**src/rtl/regfile_multiport.sv**
```systemverilog
// Multi-port integer register file with combinational reads, one synchronous write port,
// optional write-to-read bypass and hardwired zero entry, plus a post-reset clear sequencer.
module regfile_multiport #(
    parameter int unsigned XLEN     = 32,
    parameter int unsigned NREGS    = 32,
    parameter int unsigned AW       = 5,
    parameter int unsigned NREAD    = 2,
    parameter int unsigned ZERO_REG = 1,
    parameter int unsigned BYPASS   = 1
) (
    input  logic                  clk,
    input  logic                  reset,
    input  logic [NREAD*AW-1:0]   ra,
    output logic [NREAD*XLEN-1:0] rd,
    input  logic                  we,
    input  logic [AW-1:0]         wa,
    input  logic [XLEN-1:0]       wd,
    output logic                  busy,
    output logic                  clr_done
);

    // Index width actually needed to address NREGS entries (never wider than AW).
    localparam int unsigned IW = (NREGS > 1) ? $clog2(NREGS) : 1;

    typedef enum logic [0:0] {StClear, StReady} state_e;

    state_e          state_q, state_d;
    logic [AW-1:0]   clr_cnt_q, clr_cnt_d;
    logic [XLEN-1:0] mem_q [NREGS];

    logic            clr_last;
    logic            wr_go;
    logic            mem_we;
    logic [IW-1:0]   mem_wa;
    logic [XLEN-1:0] mem_wd;

    assign busy     = (state_q == StClear);
    assign clr_last = (clr_cnt_q == AW'(NREGS - 1));
    assign clr_done = busy && clr_last;

    assign wr_go = (state_q == StReady) && we && (32'(wa) < NREGS)
                   && !((ZERO_REG != 0) && (wa == '0));

    always_comb begin
        state_d   = state_q;
        clr_cnt_d = clr_cnt_q;
        if (state_q == StClear) begin
            clr_cnt_d = clr_cnt_q + AW'(1);
            if (clr_last) begin
                state_d = StReady;
            end
        end
    end

    always_ff @(posedge clk) begin
        if (reset) begin
            state_q   <= StClear;
            clr_cnt_q <= '0;
        end else begin
            state_q   <= state_d;
            clr_cnt_q <= clr_cnt_d;
        end
    end

    // The clear sequencer owns the write port while busy; reset blocks all storage updates.
    always_comb begin
        mem_we = 1'b0;
        mem_wa = wa[IW-1:0];
        mem_wd = wd;
        if (!reset) begin
            if (busy) begin
                mem_we = 1'b1;
                mem_wa = clr_cnt_q[IW-1:0];
                mem_wd = '0;
            end else if (wr_go) begin
                mem_we = 1'b1;
            end
        end
    end

    always_ff @(posedge clk) begin
        if (mem_we) begin
            mem_q[mem_wa] <= mem_wd;
        end
    end

    for (genvar g = 0; g < NREAD; g++) begin : g_rd
        logic [AW-1:0]   addr;
        logic [XLEN-1:0] data;

        assign addr = ra[g*AW +: AW];

        always_comb begin
            data = '0;
            if (!busy && (32'(addr) < NREGS) && !((ZERO_REG != 0) && (addr == '0))) begin
                if ((BYPASS != 0) && wr_go && (wa == addr)) begin
                    data = wd;
                end else begin
                    data = mem_q[addr[IW-1:0]];
                end
            end
        end

        assign rd[g*XLEN +: XLEN] = data;
    end

endmodule

```
**config.mk**
```make
export PLATFORM = sky130hd
export DESIGN_NAME = regfile_multiport
export DESIGN_NICKNAME = d
export VERILOG_FILES = /design/src/rtl/regfile_multiport.sv
export SDC_FILE = /design/constraint.sdc
export NUM_CORES = 1
export LEC_CHECK = 0
export CAP_MARGIN = 0
export CELL_PAD_IN_SITES_DETAIL_PLACEMENT = 0
export CELL_PAD_IN_SITES_GLOBAL_PLACEMENT = 1
export CORE_MARGIN = 4
export CORE_UTILIZATION = 51
export DETAILED_ROUTE_END_ITERATION = 6
export PLACE_DENSITY = 0.8
export SYNTH_ARGS = -nofsm -noshare
export SYNTH_HDL_FRONTEND = slang
export SYNTH_SLANG_ARGS = --single-unit
```
**constraint.sdc**
```tcl
create_clock -name clk -period 5.23 [get_ports clk]
set_input_delay 1.046 -clock clk [delete_from_list [all_inputs] [get_ports clk]]
set_output_delay 1.046 -clock clk [all_outputs]
set_load 0.05 [all_outputs]
```
* After elaboration in Yosys (flattened, before gate mapping)
Memories as Yosys holds them, arrays and structs flattened.
Index checks and enable logic that the tools add are counted.
** Word-level totals
- Latch bits :: 0
- Bits in writable memories :: 1024
- Flip-flop bits (word level) :: 6
- Bits in read-only memories :: 0
- Memories kept :: 1
- Output and inout bits :: 66
** Cells by class
- Bitwise gates (word level) :: 1
- Reductions and logical operators :: 13
- Multiplexer cells :: 15
- Multiply operators :: 0
- Equal/unequal tests :: 3
- Magnitude comparators :: 0
- Shift operators :: 0
- Divide/modulo/power cells :: 0
- Add/sub/neg operators :: 1
** Memory list
- mem_q :: depth 32, bits a word 32, read ports 2, clocked after memory_dff 0, write ports 1, RTL line 29 : logic [XLEN-1:0] mem_q [NREGS];
** Operators with widths (count)
- 32-bit 2-to-1 mux :: 6
- 5-bit logical NOT :: 3
- 5-bit == test :: 2
- 5-bit 2-to-1 mux :: 2
- 1-bit logical AND :: 7
- 1-bit 2-to-1 mux :: 7
- 5-bit by 1-bit adder with 5-bit output, second input constant :: 1
- 5-bit == test, second input constant :: 1
- 1-bit logical NOT :: 3
- 1-bit NOT :: 1

* Logic depth before layout (Yosys ltp)
- Depth after elaboration :: 8
- Mapped depth :: 10
- Depth with buffers taken out :: 5

* Worst setup path before layout
OpenSTA, ideal clock, no wires.
- Path kind :: input-to-output
- Start point :: input port ra[0]
- End point :: output port rd[21]
- Setup slack :: 0.306 ns
- Stages on the path :: 9
- Arrival time :: 3.878 ns
- Path through :: buf_2 -> buf_6 -> buf_6 -> buf_4 -> buf_4 -> buf_2 -> o32ai_1 -> nor4_1 -> nor4_1
** Between the ends
- Cells in the longest elaborated chain, start to end :: 4
** Ends and longest elaborated chain
- start, declared :: RTL line 13 : input logic [NREAD*AW-1:0] ra,
- branches (longest 3 deep; another with memory read 32 x 32 bit)
- 32-bit 2-to-1 mux (*) :: RTL line 95 : if (!busy && (32'(addr) < NREGS) && !((ZERO_REG != 0) && (addr == '0))) begin
- end, declared :: RTL line 14 : output logic [NREAD*XLEN-1:0] rd,
Every way passes the cells marked *.

* Final worst setup path
- Start point :: input port wa[0]
- End point :: output port rd[15]
** Between the ends
- Cells in the longest elaborated chain, start to end :: 6
** Ends and longest elaborated chain
- start, declared :: RTL line 16 : input logic [AW-1:0] wa,
- 5-bit logical NOT :: RTL line 42 : && !((ZERO_REG != 0) && (wa == '0));
- 1-bit logical NOT :: RTL line 42
- 1-bit logical AND :: RTL line 42
- 1-bit logical AND (*) :: RTL line 96 : if ((BYPASS != 0) && wr_go && (wa == addr)) begin
- 32-bit 2-to-1 mux (*) :: RTL line 96
- 32-bit 2-to-1 mux (*) :: RTL line 95
Every way passes the cells marked *; elsewhere a longest branch is shown, timed or not.

==> metrics.txt <==
P_leak 0.0187 µW; Cell Chain, Critical Path clkdlybuf4s50_1, xnor2_1, nand3_1, or3_1, nor2_4, buf_4, a22o_1, buf_12; Register Area 30,900 µm²; Yosys Warn Count 0; TritonCTS buffer count 101; Clock Skews 0.0180 ns; Area Growth Syn to Fin 16.1%; Data arrival, critical path 4.11 ns; via count 30,940; Starting DRT DRC Count 4,621; vias in the first global route 31,340; cts repair resizes 0; Async SR Flop Fraction 0%; core footprint 93,700 µm²; Post-Syn Area per Cell 17.8 µm²; share of cells above drive strength 1 28.3%; worst rel slew slack 17.0%; H-tree levels 3; Cell Pwr Density 321 nW/µm²; clk buf depth 3; RSZ-0062 raised after global routing no; Clock Latency Late Sink 0.68 ns; post-DR vias/cell 7.31; Post-synth EDFFs 1,024; maximum VDD drop 0.000286 V; synth top area cells edfxtp_1 64%, mux4_2 17%, mux2i_1 6.2%, a221oi_1 1.8%, a22oi_1 1.6%; FF-to-FF setup slack 1.61 ns; CP required 4.18 ns; Synth Cell Area 48,400 µm²; largest net degree at the start of global routing 68; Yosys reg bits 1,030; Root Buffer clkbuf_16; post-cts hold buffer count 0; clk sinks 1,030; Crit-path slowest cell nor2_4; Total GRT Usage 32.0%; crit path max fanout 18; Final Instance Area 56,100 µm²; wire per inst 37.7 µm; worst r2r path cells 5; commonest cells after routing, fill and taps aside 1,024 x edfxtp_1, 357 x mux4_2, 301 x mux2i_1, 168 x buf_4, 113 x a21oi_1; global-route wire length before repair 226,000 µm; area of the multi-input gates 16,800 µm²; Final min period 5.16 ns; final wirelength 160,000 µm; final setup vio count 0; 1st-pass router iterations 5; port buffer count 115; hold depth 2; die height 316 µm; Buf/Inv on CP 3; Net Count, Synth 2,768; crit path capture type primary output; run status complete, no violations; Worst setup SP type primary input; final setup TNS 0 ns; Ports 116; Setup Buffers After CTS 0; width of the die 316 µm; Slew Limit Fails 0; Max Clk Rate 0.194 GHz; TritonCTS clock tree done; top cell type's share of synthesized area 63.6%; cell family contributing the most delay on the critical path simple AND/OR/NAND/NOR gates; Total Nets Final 2,959; Hold Crit Class flop to flop; Critical Setup Path Class primary input to primary output; distinct cell type count after synthesis 57; initial core utilization 51.6%; RePlAce Congestion 0.879; WP depth 8; most common cell after layout, fill and taps aside edfxtp_1; die area 99,800 µm²; Post-DP HPWL 92,900 µm; initial antenna violation count 2; Hold Vio Cnt, Final 0; fill count 6,652; commonest register cell after synthesis edfxtp_1; Worst Tran Pin Value 1.24 ns; Max-cap violations 0; GRT Residual Overflow 0; Post-Synthesis Cells 2,716; Rows 112; Placed Area 52,900 µm²; Tcrit/Tclk final 98.6%; Residual DRC 0; Seq/Total Area, Yosys 63.8%; cell accounting for the most synthesized area edfxtp_1; Clk pin slew, worst setup/hold paths 0.06 ns; CP peak stage delay 0.89 ns; ANT nets after route 0
-- layout make-up --
cell class | instances | area share [%]
inverters | 6 | 0.0401
clock inverters | 52 | 1.12
well taps | 1254 | 2.79
repair buffers | 312 | 6.51
clock buffers | 124 | 4.69
multi-input cells | 1456 | 29.9
flip-flops and latches | 1030 | 55.0
diodes | 1 | 0.00446
-- worst paths after layout --
check | startpoint | to
worst max-delay path | wa[0] | rd[15]
worst min-delay path | clr_cnt_q[4] | clr_cnt_q[4]
worst max register to register | state_q | mem_q[15][12]
worst min register to register | clr_cnt_q[4] | clr_cnt_q[4]
-- flip-flops by register name (all words and copies together), names as in the netlist --
| name | cells |
|---|---|
| mem_q | 1024 |
| state_q | 1 |
| clr_cnt_q | 5 |
-- kinds of logic (layout without fill, tap and decap cells) --
| group | count (synthesis) | in the layout | synth area share (%) |
|---|---|---|---|
| flip-flops | 1030 | 1030 | 63.8 |
| other | 0 | 1 | 0 |
| AND/OR/NAND/NOR | 217 | 217 | 2.30 |
| buffers and inverters | 230 | 494 | 2.18 |
| multiplexers | 676 | 676 | 23.3 |
| XOR/XNOR | 13 | 13 | 0.235 |
| AO/OA/AOI/OAI | 548 | 548 | 8.11 |
| adder cells (fa/ha/maj) | 2 | 2 | 0.0517 |
-- where the power goes --
| part | leakage [µW] | switching (µW) | total (µW) | internal, µW |
|---|---|---|---|---|
| Sequential | 0.00942 | 31.9 | 9190 | 9150 |
| Clock | 0.00158 | 3100 | 7270 | 4170 |
| Combinational | 0.00765 | 962 | 1570 | 606 |
-- synthesized netlist by cell type (3+ instances only) --
master,n
o21ai_1,3
edfxtp_1,1024
o32ai_1,4
a31oi_1,3
xnor2_1,10
nor3b_1,3
inv_1,4
mux2i_1,301
a211o_1,32
xor2_1,3
a2111oi_0,14
o221ai_1,28
o31ai_1,3
nor2_1,57
nand4_1,6
a32o_1,11
nor3_1,18
mux2_2,18
a21oi_1,113
nor4_1,11
o21ai_0,78
clkbuf_1,114
nand2_1,43
o22ai_1,13
buf_1,4
nand3_1,15
a22oi_1,106
nor2b_1,42
nand3b_1,5
mux4_2,357
a221oi_1,100
a22o_1,30
buf_6,3
buf_2,87
buf_4,16
dfxtp_1,6
-- per-layer routing --
metal  vias up  track usage, %  share of wire, %
li1      12053               -                 -
met1     15808            41.4                34
met2      2556            49.4                46
met3       521            9.10                14
met4         2            17.8               6.6
met5         -               0            0.0075
-- metrics by stage --
stage          util [%]  cells  power [µW]  setup WS (ns)  hold slack, ns
6_report           59.9   4235       18000         0.0735           0.608
5_1_grt            59.9   4234       18500         0.0272           0.640
4_1_cts            59.9   4234       18000          0.111           0.617
3_5_place_dp       56.4   4058       10900          0.130           0.604
3_3_place_gp       56.4   4058       10900          0.182           0.565
2_1_floorplan         -   2716       10300          0.306           0.510
-- worst min-delay path: cells and delay by family (launching register included) --
family           cells  cell delay [ns]
multiplexers         1             0.15
AND/OR/NAND/NOR      1             0.05
flip-flops           1             0.36
(Power assumes the default switching activity.)
